<file path="src/rtl/alu_pkg.sv">
// Shared definitions for the ALU share controller: widths, ALU control codes, FSM encoding.
package alu_pkg;

  localparam int unsigned DATA_W_DEF = 64;
  localparam int unsigned CTRL_W_DEF = 4;

  localparam logic [CTRL_W_DEF-1:0] CTRL_AND = 4'b0000;
  localparam logic [CTRL_W_DEF-1:0] CTRL_OR  = 4'b0001;
  localparam logic [CTRL_W_DEF-1:0] CTRL_ADD = 4'b0010;
  localparam logic [CTRL_W_DEF-1:0] CTRL_SUB = 4'b0110;

  typedef enum logic [1:0] {
    ST_IDLE = 2'd0,
    ST_EXEC = 2'd1,
    ST_RESP = 2'd2
  } state_t;

  // True for the four control codes the ALU implements.
  function automatic logic ctrl_legal(input logic [CTRL_W_DEF-1:0] code);
    return (code == CTRL_AND) || (code == CTRL_OR) ||
           (code == CTRL_ADD) || (code == CTRL_SUB);
  endfunction

endpackage

</file>
<file path="src/rtl/alu_share_ctrl_rr_arb2.sv">
// Two-input round-robin grant; prio selects the winner when both are valid.
module rr_arb2 (
  input  logic valid0,
  input  logic valid1,
  input  logic prio,
  output logic gnt0,
  output logic gnt1
);

  // Grant the sole requester, or the favoured one on a tie.
  always_comb begin
    gnt0 = valid0 && (!valid1 || !prio);
    gnt1 = valid1 && (!valid0 ||  prio);
  end

endmodule

</file>
<file path="src/rtl/alu_share_ctrl.sv">
// Time-shares one combinational ALU between two requesters with round-robin
// arbitration and a tagged valid/ready response channel.
// Optional macro ALU_OPCHK_EN: reject illegal control codes with rsp_err.
module alu_share_ctrl
  import alu_pkg::*;
#(
  parameter int unsigned DATA_W = DATA_W_DEF,
  parameter int unsigned CTRL_W = CTRL_W_DEF
) (
  input  logic              clk,
  input  logic              rst,
  input  logic              req0_valid,
  output logic              req0_ready,
  input  logic [DATA_W-1:0] req0_a,
  input  logic [DATA_W-1:0] req0_b,
  input  logic [CTRL_W-1:0] req0_ctrl,
  input  logic              req1_valid,
  output logic              req1_ready,
  input  logic [DATA_W-1:0] req1_a,
  input  logic [DATA_W-1:0] req1_b,
  input  logic [CTRL_W-1:0] req1_ctrl,
  output logic [DATA_W-1:0] alu_a,
  output logic [DATA_W-1:0] alu_b,
  output logic [CTRL_W-1:0] alu_ctrl,
  input  logic [DATA_W-1:0] alu_result,
  input  logic              alu_zero,
  output logic              rsp_valid,
  input  logic              rsp_ready,
  output logic              rsp_id,
  output logic [DATA_W-1:0] rsp_result,
  output logic              rsp_zero,
  output logic              rsp_err
);

  state_t            state;
  logic              prio;
  logic              gnt0;
  logic              gnt1;
  logic [DATA_W-1:0] sel_a;
  logic [DATA_W-1:0] sel_b;
  logic [CTRL_W-1:0] sel_ctrl;
  logic              op_legal;

  rr_arb2 u_arb (
    .valid0 (req0_valid),
    .valid1 (req1_valid),
    .prio   (prio),
    .gnt0   (gnt0),
    .gnt1   (gnt1)
  );

  // Operand mux for the granted requester and legality of its control code.
  always_comb begin
    sel_a    = gnt1 ? req1_a    : req0_a;
    sel_b    = gnt1 ? req1_b    : req0_b;
    sel_ctrl = gnt1 ? req1_ctrl : req0_ctrl;
`ifdef ALU_OPCHK_EN
    op_legal = ctrl_legal(CTRL_W_DEF'(sel_ctrl));
`else
    op_legal = 1'b1;
`endif
  end

  // Accept handshake completes in the same IDLE cycle as the grant.
  always_comb begin
    req0_ready = !rst && (state == ST_IDLE) && gnt0;
    req1_ready = !rst && (state == ST_IDLE) && gnt1;
  end

  // Sequencer: IDLE grants and latches operands, EXEC captures the ALU, RESP waits for the consumer.
  always_ff @(posedge clk) begin
    if (rst) begin
      state      <= ST_IDLE;
      prio       <= 1'b0;
      rsp_valid  <= 1'b0;
      rsp_id     <= 1'b0;
      rsp_result <= '0;
      rsp_zero   <= 1'b0;
      alu_a      <= '0;
      alu_b      <= '0;
      alu_ctrl   <= '0;
`ifdef ALU_OPCHK_EN
      rsp_err    <= 1'b0;
`endif
    end else begin
      case (state)
        ST_IDLE: begin
          if (gnt0 || gnt1) begin
            rsp_id <= gnt1;
            if (op_legal) begin
              alu_a    <= sel_a;
              alu_b    <= sel_b;
              alu_ctrl <= sel_ctrl;
              state    <= ST_EXEC;
            end else begin
              // Illegal code: respond immediately, ALU operands untouched.
              rsp_result <= '0;
              rsp_zero   <= 1'b0;
              rsp_valid  <= 1'b1;
              state      <= ST_RESP;
            end
`ifdef ALU_OPCHK_EN
            rsp_err <= !op_legal;
`endif
          end
        end
        ST_EXEC: begin
          rsp_result <= alu_result;
          rsp_zero   <= alu_zero;
          rsp_valid  <= 1'b1;
          state      <= ST_RESP;
        end
        ST_RESP: begin
          if (rsp_ready) begin
            rsp_valid <= 1'b0;
            prio      <= !rsp_id;
            state     <= ST_IDLE;
          end
        end
        default: state <= ST_IDLE;
      endcase
    end
  end

`ifndef ALU_OPCHK_EN
  assign rsp_err = 1'b0;
`endif

endmodule
</file>
<file path="config.mk">
export PLATFORM = sky130hd
export DESIGN_NAME = alu_share_ctrl
export DESIGN_NICKNAME = d
export VERILOG_FILES = /design/src/rtl/alu_pkg.sv /design/src/rtl/alu_share_ctrl_rr_arb2.sv /design/src/rtl/alu_share_ctrl.sv
export SDC_FILE = /design/constraint.sdc
export NUM_CORES = 1
export LEC_CHECK = 0
export CAP_MARGIN = 10
export CORE_AREA = 5 5 204 206
export DETAILED_ROUTE_END_ITERATION = 10
export DIE_AREA = 0 0 209 211
export GPL_TIMING_DRIVEN = 0
export PLACE_DENSITY = 0.62
export RECOVER_POWER = 100
export SLEW_MARGIN = 15
export SYNTH_ARGS = -nofsm -noshare
export SYNTH_HDL_FRONTEND = slang
export SYNTH_HIERARCHICAL = 1
export SYNTH_SLANG_ARGS = --single-unit
export TNS_END_PERCENT = 5
</file>
<file path="constraint.sdc">
create_clock -name clk -period 1.7 [get_ports clk]
set_input_delay 0.17 -clock clk [delete_from_list [all_inputs] [get_ports clk]]
set_output_delay 0.17 -clock clk [all_outputs]
set_load 0.03 [all_outputs]
</file>
Yosys cells after proc, flatten, opt, wreduce, memory -nomap -nowiden

Index checks and enable logic that the tools add are counted.

Add/sub/neg operators: 0
Multipliers: 0
Div/mod/pow operators: 0
Order comparisons: 0
Equality and inequality tests: 4
Shifts and indexed selects: 0
Mux-type cells: 8
Bitwise logic cells: 0
Reduce and logical (&&, ||, !) cells: 19

Operator list:

| operator                                                              | count |
|---|---|
| 64-bit 2-to-1 mux                                                     | 2 |
| 2-bit AND reduction                                                   | 4 |
| 2-bit one-hot mux with 3 select lines                                 | 1 |
| 1-bit logical AND                                                     | 5 |
| 1-bit zero test                                                       | 5 |
| 2-bit 2-to-1 mux                                                      | 2 |
| 4-bit 2-to-1 mux                                                      | 1 |
| 1-bit logical OR                                                      | 3 |
| 2-bit by 1-bit equality test with 1-bit output, second input constant | 1 |
| 2-bit equality test, second input constant                            | 1 |
| 2-bit zero test                                                       | 1 |
| 2-bit by 1-bit != test with 1-bit output, second input constant       | 1 |
| 2-bit != test, second input constant                                  | 1 |
| 1-bit one-hot mux with 2 select lines                                 | 1 |
| 2-bit nonzero test                                                    | 1 |
| 1-bit 2-to-1 mux                                                      | 1 |

Register bits: 202
Bits in latches: 0
Memory bits (writable): 0
ROM bits: 0
Input bits: 334
Output and inout port bits: 202
Logic and storage cells: 40
Memories kept: 0

Logic depth before layout (Yosys ltp)

Gate-level depths: netlist of the first run.

Depth after elaboration: 6
Depth in mapped cells: 10
Depth with buffers taken out: 5

Modules after synthesis

The synthesis of the first run kept the hierarchy.

Modules (own cells, without submodules):

| module         | times used | cells an instance | area an instance (µm²) | seq. area each (µm²) |
|---|---|---|---|---|
| alu_share_ctrl | 1          | 910               | 8755.9                 | 4043.9 |
| rr_arb2        | 1          | 3                 | 18.8                   | 0.0 |

Least setup slack after synthesis of the first run

No wires, ideal clock.

Kind: reg-to-reg
Start: reg prio
End: reg alu_a[0]
Library setup time: 0.146 ns
Arrival: 1.533 ns
Required time: 1.554 ns
Setup slack: 0.021 ns
Stages on the path, launching flop included: 8
Path buffers: 3
Period minus slack after synthesis: 1.679 ns
Path through: dfxtp_1 inv_1 a21boi_1 buf_4 buf_6 clkbuf_1 mux2i_1 a211oi_2

Elaborated cells between the ends (all ways): 8
Those cells by class: mux (1); reduce/logical (7)

RTL lines:

| element                              | line                         | RTL |
|---|---|---|
| start, declared                      | alu_share_ctrl.sv:36         | `logic prio;` |
| start signal, assigned               | alu_share_ctrl.sv:116        | `prio <= !rsp_id;` |
| 1-bit logical OR *                   | alu_share_ctrl_rr_arb2.sv:13 | `gnt1 = valid1 && (!valid0 \|\| prio);` |
| 1-bit logical AND *                  | alu_share_ctrl_rr_arb2.sv:13 |  |
| via gnt1                             | alu_share_ctrl.sv:38         | `logic gnt1;` |
| 1-bit logical OR                     | alu_share_ctrl.sv:88         | `if (gnt0 \|\| gnt1) begin` |
| 2-bit AND reduction (no source line) | --                           |  |
| end signal, assigned                 | alu_share_ctrl.sv:91         | `alu_a <= sel_a;` |
| end, declared                        | alu_share_ctrl.sv:22         | `output logic [DATA_W-1:0] alu_a,` |

Mark *: on every way through the listed nets, which the timed path passes. The rest lies on a longest branch.
A chain may end at the register's enable or synchronous reset.

Final worst setup path of the first run

Start: reg prio
End: out req1_ready

Cells in the longest elaborated chain, start to end: 3

Ends and longest elaborated chain:

| element           | line                         | RTL |
|---|---|---|
| 1-bit logical OR  | alu_share_ctrl_rr_arb2.sv:13 |  |
| 1-bit logical AND | alu_share_ctrl_rr_arb2.sv:13 |  |
| via gnt1          | alu_share_ctrl.sv:38         |  |
| 1-bit logical AND | alu_share_ctrl.sv:67         | `req1_ready = !rst && (state == ST_IDLE) && gnt1;` |
| end, declared     | alu_share_ctrl.sv:18         | `output logic req1_ready,` |

The timed path passes the listed nets, and every way through them passes these cells.

==> results.md, run 1 <==
* Status: finished with violations
* Failing checks: negative setup slack
* DRC at 0
* Nets@finish at 1829
* CP peak stage delay at approximately 330 ps
* Die Ht at between 200 and 250 um
* IO buf count at 534
* Crit path DAT at 1630 ps
* Synth top area share at around 46%
* MaxCap Viol Count at 0
* Worst path cell trace: inv_2 -> a21boi_2 -> buf_6 -> buf_12 -> buf_12 -> and2_4 -> buf_6
* Cell variety after synth at 25
* Initial antenna violation count at 0
* Static leakage at roughly 6.7 nW
* Hold Slack at 198.4 ps
* Starting Density at ~22%
* Most frequent cells in the layout: 332 x clkdlybuf4s50_1, 199 x dfxtp_1, 199 x dlygate4sd2_1, 162 x a21oi_1, 130 x nand2_1
* RD Place Congestion at 0.8581
* Reg clk slew, reported paths at 60 ps
* Synth top area cells: dfxtp_1 46%, mux2i_1 15%, a21oi_1 11%
* Max-slew violations at 0
* Core area at roughly 39000 sq um
* Placed Cells at about 2.0k
* Number of fill cells in the layout at between 3k and 4k
* Syn Std Cell Area at approximately 9000 sq um
* Largest net degree at the start of global routing at 13
* CP Launch Type: flip-flop
* Root buffer selected by CTS: clkbuf_16
* Hold-fix buffers at CTS at 0
* Tcrit/Tclk final at 106.1%
* VDD IR max at 0.0006224 V
* Setup-failing EPs final at 36
* Register bit total from synthesis at between 200 and 250
* Die width at ~210 um
* Worst path slowest cell: dfxtp_2
* CP max FO at 4
* IO Count at between 500 and 600
* Share of layout cells above drive strength 1 at a little over a fifth
* Util after Layout at about two fifths
* CP endpoint kind: output pin
* Pwr dens at between 900 and 1000 nW/um^2
* Most common cell after layout, fill and taps aside: clkdlybuf4s50_1
* DP Wirelength at around 32000 um
* Average routed wire per standard cell at 20.59 um
* Post-synth EDFFs at 0
* TritonCTS clock tree: yes
* CTS H-tree depth at 1
* Clk Latency, worst-skew pair at about 520 ps
* Final non-filler cell total at just over 2k
* RSZ-0062 raised after global routing: yes
* Syn Nets at about 1.2k
* Antenna viol nets, final at 0
* Via density at ~4.6
* Vias post-DR at approximately 9.3k
* Tot GR Track Use at between 10% and 20%
* Final-report hold violation count at 0
* Routed WL at 41870 um
* Primary FF master, synth: dfxtp_1
* Seq/Total Area, Yosys at 46.09%
* Syn Inst Count at roughly 910
* WP data required at ~1500 ps
* Clock Skews at 10.05 ps
* # diodes at 0
* Clk buf depth at 3
* Achievable frequency at about 550 MHz
* Synth area leader: dfxtp_1
* First-pass GRT wire length at 60060 um
* Rows at 73
* TritonCTS Buffers at 23
* Worst setup margin at -104.5 ps
* Async SR Flop Fraction at 0%
* Minimum clock period at 1804 ps
* P&R area growth vs syn at 88.64%
* Tightest Pin Transition at ~820 ps
* Initial DRC count at 307
* Pre-Repair DR Iteration Count at 4
* Congestion Overflow GR at 0
* YS warnings at 6
* # clock sinks at roughly 200
* Avg Inst Size Synth at roughly 9.6 sq um
* Vias in the first global route at slightly below 10k
* Worst Hold Class: in2reg
* Slew headroom at 45.08%
* Die ar. at 44100 sq um
* CP Class: reg2out
==> synth_stat cells, types with 4 or more instances <==
library cell,count
a211oi_1,65
a211oi_2,69
a21oi_1,198
and2_1,4
buf_1,4
buf_2,10
buf_6,10
clkbuf_1,70
dfxtp_1,202
mux2i_1,132
nand2_1,130
==> power breakdown <==
part           total (mW)  switching (mW)  internal (mW)
Clock                5.02            2.01           3.01
Sequential           5.53           0.287           5.24
Combinational        5.28            2.94           2.33
Total                15.8            5.24           10.6
==> worst max-delay path, delay by kind of cell (launching register included) <==
kind | cells | cell delay, ps
flip-flops | 1 | 330
buffers and inverters | 5 | 530
AO/OA/AOI/OAI | 1 | 120
AND/OR/NAND/NOR | 1 | 140
==> cells by family (layout without fill, tap and decap cells) <==
logic type             Yosys count  count (layout)  share of synthesized area [%]
and+or+nand+nor                144             144                          6.531
buffers and inverters           98             694                          5.276
DFF                            202             202                          46.09
other                            1               1                        0.04274
AOI/OAI and AO/OA              336             336                          27.01
muxes                          132             132                          15.06
==> what timing repair did <==
action,CTS,global route
pin swaps,3,2
endpoints found under the setup margin,391,163
cloned,3,3
gates resized for setup,384,114
buffers inserted,16,3
==> area by class of cell <==
cell class	count	area [sq um]	share of cell area, %
flip-flops and latches	202	4048	24.45
well taps	525	656.9	3.969
multi-input cells	613	4788	28.93
plain buffers	94	819.5	4.951
repair buffers	559	5475	33.08
inverters	2	7.507	0.04535
clock buffers	37	718.2	4.339
clock inverters	2	38.79	0.2343
==> worst paths after layout <==
| path | from | to | slack [ps] | cells past startpoint |
|---|---|---|---|---|
| setup reg to reg | prio | alu_a[29] | -30 | 10 |
| setup / recovery | prio | req1_ready | -100 | 7 |
| hold reg to reg | rsp_result[58] | rsp_result[58] | 450 | 2 |
| hold / removal | alu_result[57] | rsp_result[57] | 200 | 3 |
==> metrics by stage <==
step / TNS, ps / power [mW] / setup slack [ps] / area, sq um
after global placement: -123430 / 10.49 / -1214 / 14780
final: -527.1 / 15.82 / -104.5 / 16550
after floorplan: 0 / 8.122 / 21.39 / 8775
after CTS: -7744 / 15.74 / -180.3 / 16120
after detailed placement: -130720 / 10.56 / -1261 / 14780
after global routing: -8805 / 16.50 / -217.8 / 16550
==> state kept, by name (all words and copies together), names as in the netlist <==
| register | flops |
|---|---|
| alu_a | 64 |
| alu_b | 64 |
| rsp_result | 64 |
| alu_ctrl | 4 |
| state | 2 |
| prio | 1 |
| rsp_id | 1 |
| rsp_valid | 1 |
| rsp_zero | 1 |
==> metal layers <==
layer	routed length, um	share of wire (%)	GRT usage [%]
met5	0	0	0
met4	1241	3.0	4.995
met3	2875	6.9	4.426
met2	20810	50	30.68
met1	16940	40	20.65
Power figures use the tool's default switching activity.
==> run 2: changes to the inputs <==
--- a/config.mk
+++ b/config.mk
@@ -6,11 +6,11 @@
 export NUM_CORES = 1
 export LEC_CHECK = 0
 export CAP_MARGIN = 10
-export CORE_AREA = 5 5 204 206
+export CORE_AREA = 2 2 207 209
 export DETAILED_ROUTE_END_ITERATION = 10
 export DIE_AREA = 0 0 209 211
 export GPL_TIMING_DRIVEN = 0
-export PLACE_DENSITY = 0.62
+export PLACE_DENSITY = 0.59
 export RECOVER_POWER = 100
 export SLEW_MARGIN = 15
 export SYNTH_ARGS = -nofsm -noshare
==> run 2 against run 1 <==
Net effect: the run still ends with negative setup slack left; non-clock buffer count is 10 lower; design area decreased by 3.4%; utilization is 3.7 points lower; global-route usage decreased by 0.14 points; via count down 2.1%; critical path depth is the same; maximum frequency fell by 2.1%; final cell count increased by 0.44%; sequential power hardly changed; clock skew is 5.3 ps higher; largest cell class unchanged.
==> results.md, run 2 (same netlist as run 1, synthesis figures left out) <==
* Worst hold endpoint: rsp_result[1]
* TritonCTS clock tree: yes
* First-pass GRT wire length at 58180 um
* Area after DPL at 14790 sq um
* R2r startpoint: prio
* Die width at 209 um
* M1 WL at between 15000 and 20000 um
* Vias post-DR at between 9k and 10k
* Root buffer selected by CTS: clkbuf_16
* Rows at 75
* Tcrit/Tclk final at 108.5%
* Flop2flop setup slack at -90 ps
* Most frequent cells in the layout: 332 x clkdlybuf4s50_1, 199 x dfxtp_1, 199 x dlygate4sd2_1, 198 x a21oi_1, 130 x nand2_1
* VDD IR max at about 0.00083 V
* P&R area growth vs syn at 82.16%
* Final non-filler cell total at between 2k and 2.5k
* Reg clk slew, reported paths at approximately 60 ps
* Worst hold stages at 3
* Minimum clock period at 1844 ps
* Die ar. at between 40000 and 50000 sq um
* Achievable frequency at roughly 540 MHz
* Clk buf depth at 3
* Nets@finish at between 1.5k and 2k
* Worst Hold Class: in2reg
* Number of fill cells in the layout at approximately 4.3k
* Cell area after layout at 15980 sq um
* WL met3 at between 2000 and 3000 um
* CP endpoint kind: output pin
* Setup-failing EPs final at 84
* CP Launch Type: flip-flop
* Regs by FF count: alu_a: 64 flops, alu_b: 64 flops, rsp_result: 64 flops
* # diodes at 0
* Congestion Overflow GR at 0
* # clock sinks at about 200
* IO buf count at about 530
* IO Count at between 500 and 600
* Tot GR Track Use at 17.12%
* Share of layout cells above drive strength 1 at roughly 15%
* CP peak stage delay at ~340 ps
* Routed WL at 40040 um
* CP delay by family, top: buffers and inverters
* Worst R2R End: alu_a[33]
* RD Place Congestion at 0.8047
* MaxCap Viol Count at 0
* Top routing layer in use: met4
* Worst setup margin at -144.0 ps
* DRC at 0
* RSZ-0062 raised after global routing: yes
* DP Wirelength at approximately 31000 um
* Average routed wire per standard cell at a little under 20 um
* Largest net degree at the start of global routing at 13
* Pre-Repair DR Iteration Count at 4
* Core area at roughly 42000 sq um
* Placed Cells at 1986
* Overall Power at 15.82 mW
* Final-report hold violation count at 0
* Vias in the first global route at 9396
* WP data required at ~1500 ps
* Sequential Area at just over 4000 sq um
* Clk Latency, worst-skew pair at 530 ps
* Die Ht at 211 um
* Most common cell after layout, fill and taps aside: clkdlybuf4s50_1
* Hold-fix buffers at CTS at 0
* Antenna viol nets, final at 0
* Critical path launch point: prio
* Initial antenna violation count at 0
* Pwr dens at approximately 990 nW/um^2
* Slew headroom at 41.23%
* Hold Slack at 179.7 ps
* Max-slew violations at 0
* Hold Crit Start: alu_result[1]
* Tightest Pin Transition at roughly 880 ps
* Clock Skews at roughly 15 ps
* R2R cell count at 9
* TNS Setup at -3353 ps
* Initial DRC count at roughly 250
* Failing checks: negative setup slack
* Crit path DAT at between 1500 and 2000 ps
* CTS H-tree depth at 1
* Via density at 4.458
* Worst path slowest cell: dfxtp_2
* Starting Density at approximately a fifth
* CP Class: reg2out
* Worst path buffer plus inverter count at 5
* Met2 Routed Length at ~20000 um
* Worst path cell trace: inv_2 -> a21boi_2 -> buf_6 -> buf_12 -> buf_12 -> and2_4 -> buf_6
* Status: finished with violations
* TritonCTS Buffers at 24
* CP max FO at 4
* Area occupied by multi-input gates at 4405 sq um
* Static leakage at around 6.5 nW
## run 2: final cells by class
type	instances	area share [%]
timing repair buffer	548	33.04
multi-input combinational	613	27.56
sequential	202	25.32
clock buffer	35	4.650
buffer	95	4.540
tap	539	4.219
clock inverter	9	0.6184
inverter	2	0.04697
## run 2: metrics by stage
stage | worst slack [ps] | utilization (%)
2_1_floorplan | 21.39 | -
3_3_place_gp | -1187 | 35.43
3_5_place_dp | -1253 | 35.43
4_1_cts | -227.1 | 37.86
5_1_grt | -238.7 | 38.28
6_report | -144.0 | 38.28
## run 2: what timing repair did
action / CTS / global route
pin swaps: 3 / 9
setup buffers: 7 / 4
gates resized for setup: 338 / 37
setup endpoints to repair: 385 / 149
cloned: 0 / 3
## run 2: worst register-to-register path: cells and delay by family (launching register included)
family / cells / cell delay (ps)
and+or+nand+nor: 2 / 440
buffers and inverters: 5 / 650
AOI/OAI and AO/OA: 2 / 260
DFF: 1 / 330
## run 2: report_power, final
group	internal (mW)	total, mW	leakage, nW	switching (mW)
Sequential	5.24	5.50	1.67	0.265
Combinational	2.11	4.90	4.45	2.79
Clock	3.32	5.42	0.424	2.10
## run 2: layer usage
| metal | up-vias | track usage, % |
|---|---|---|
| met3 | 40 | 4.356 |
| met4 | 0 | 3.818 |
| met5 | - | 0 |
| li1 | 4458 | - |
| met2 | 306 | 30.78 |
| met1 | 4304 | 20.47 |
## run 2: how the worst max path moves through the flow
stage,to,slack [ps],depth (start not counted)
after floorplan,alu_a[0],20,7
after global placement,alu_a[37],-1190,9
after detailed placement,alu_a[33],-1250,9
after CTS,req1_ready,-230,7
after global routing,req1_ready,-240,7
final,req1_ready,-140,7
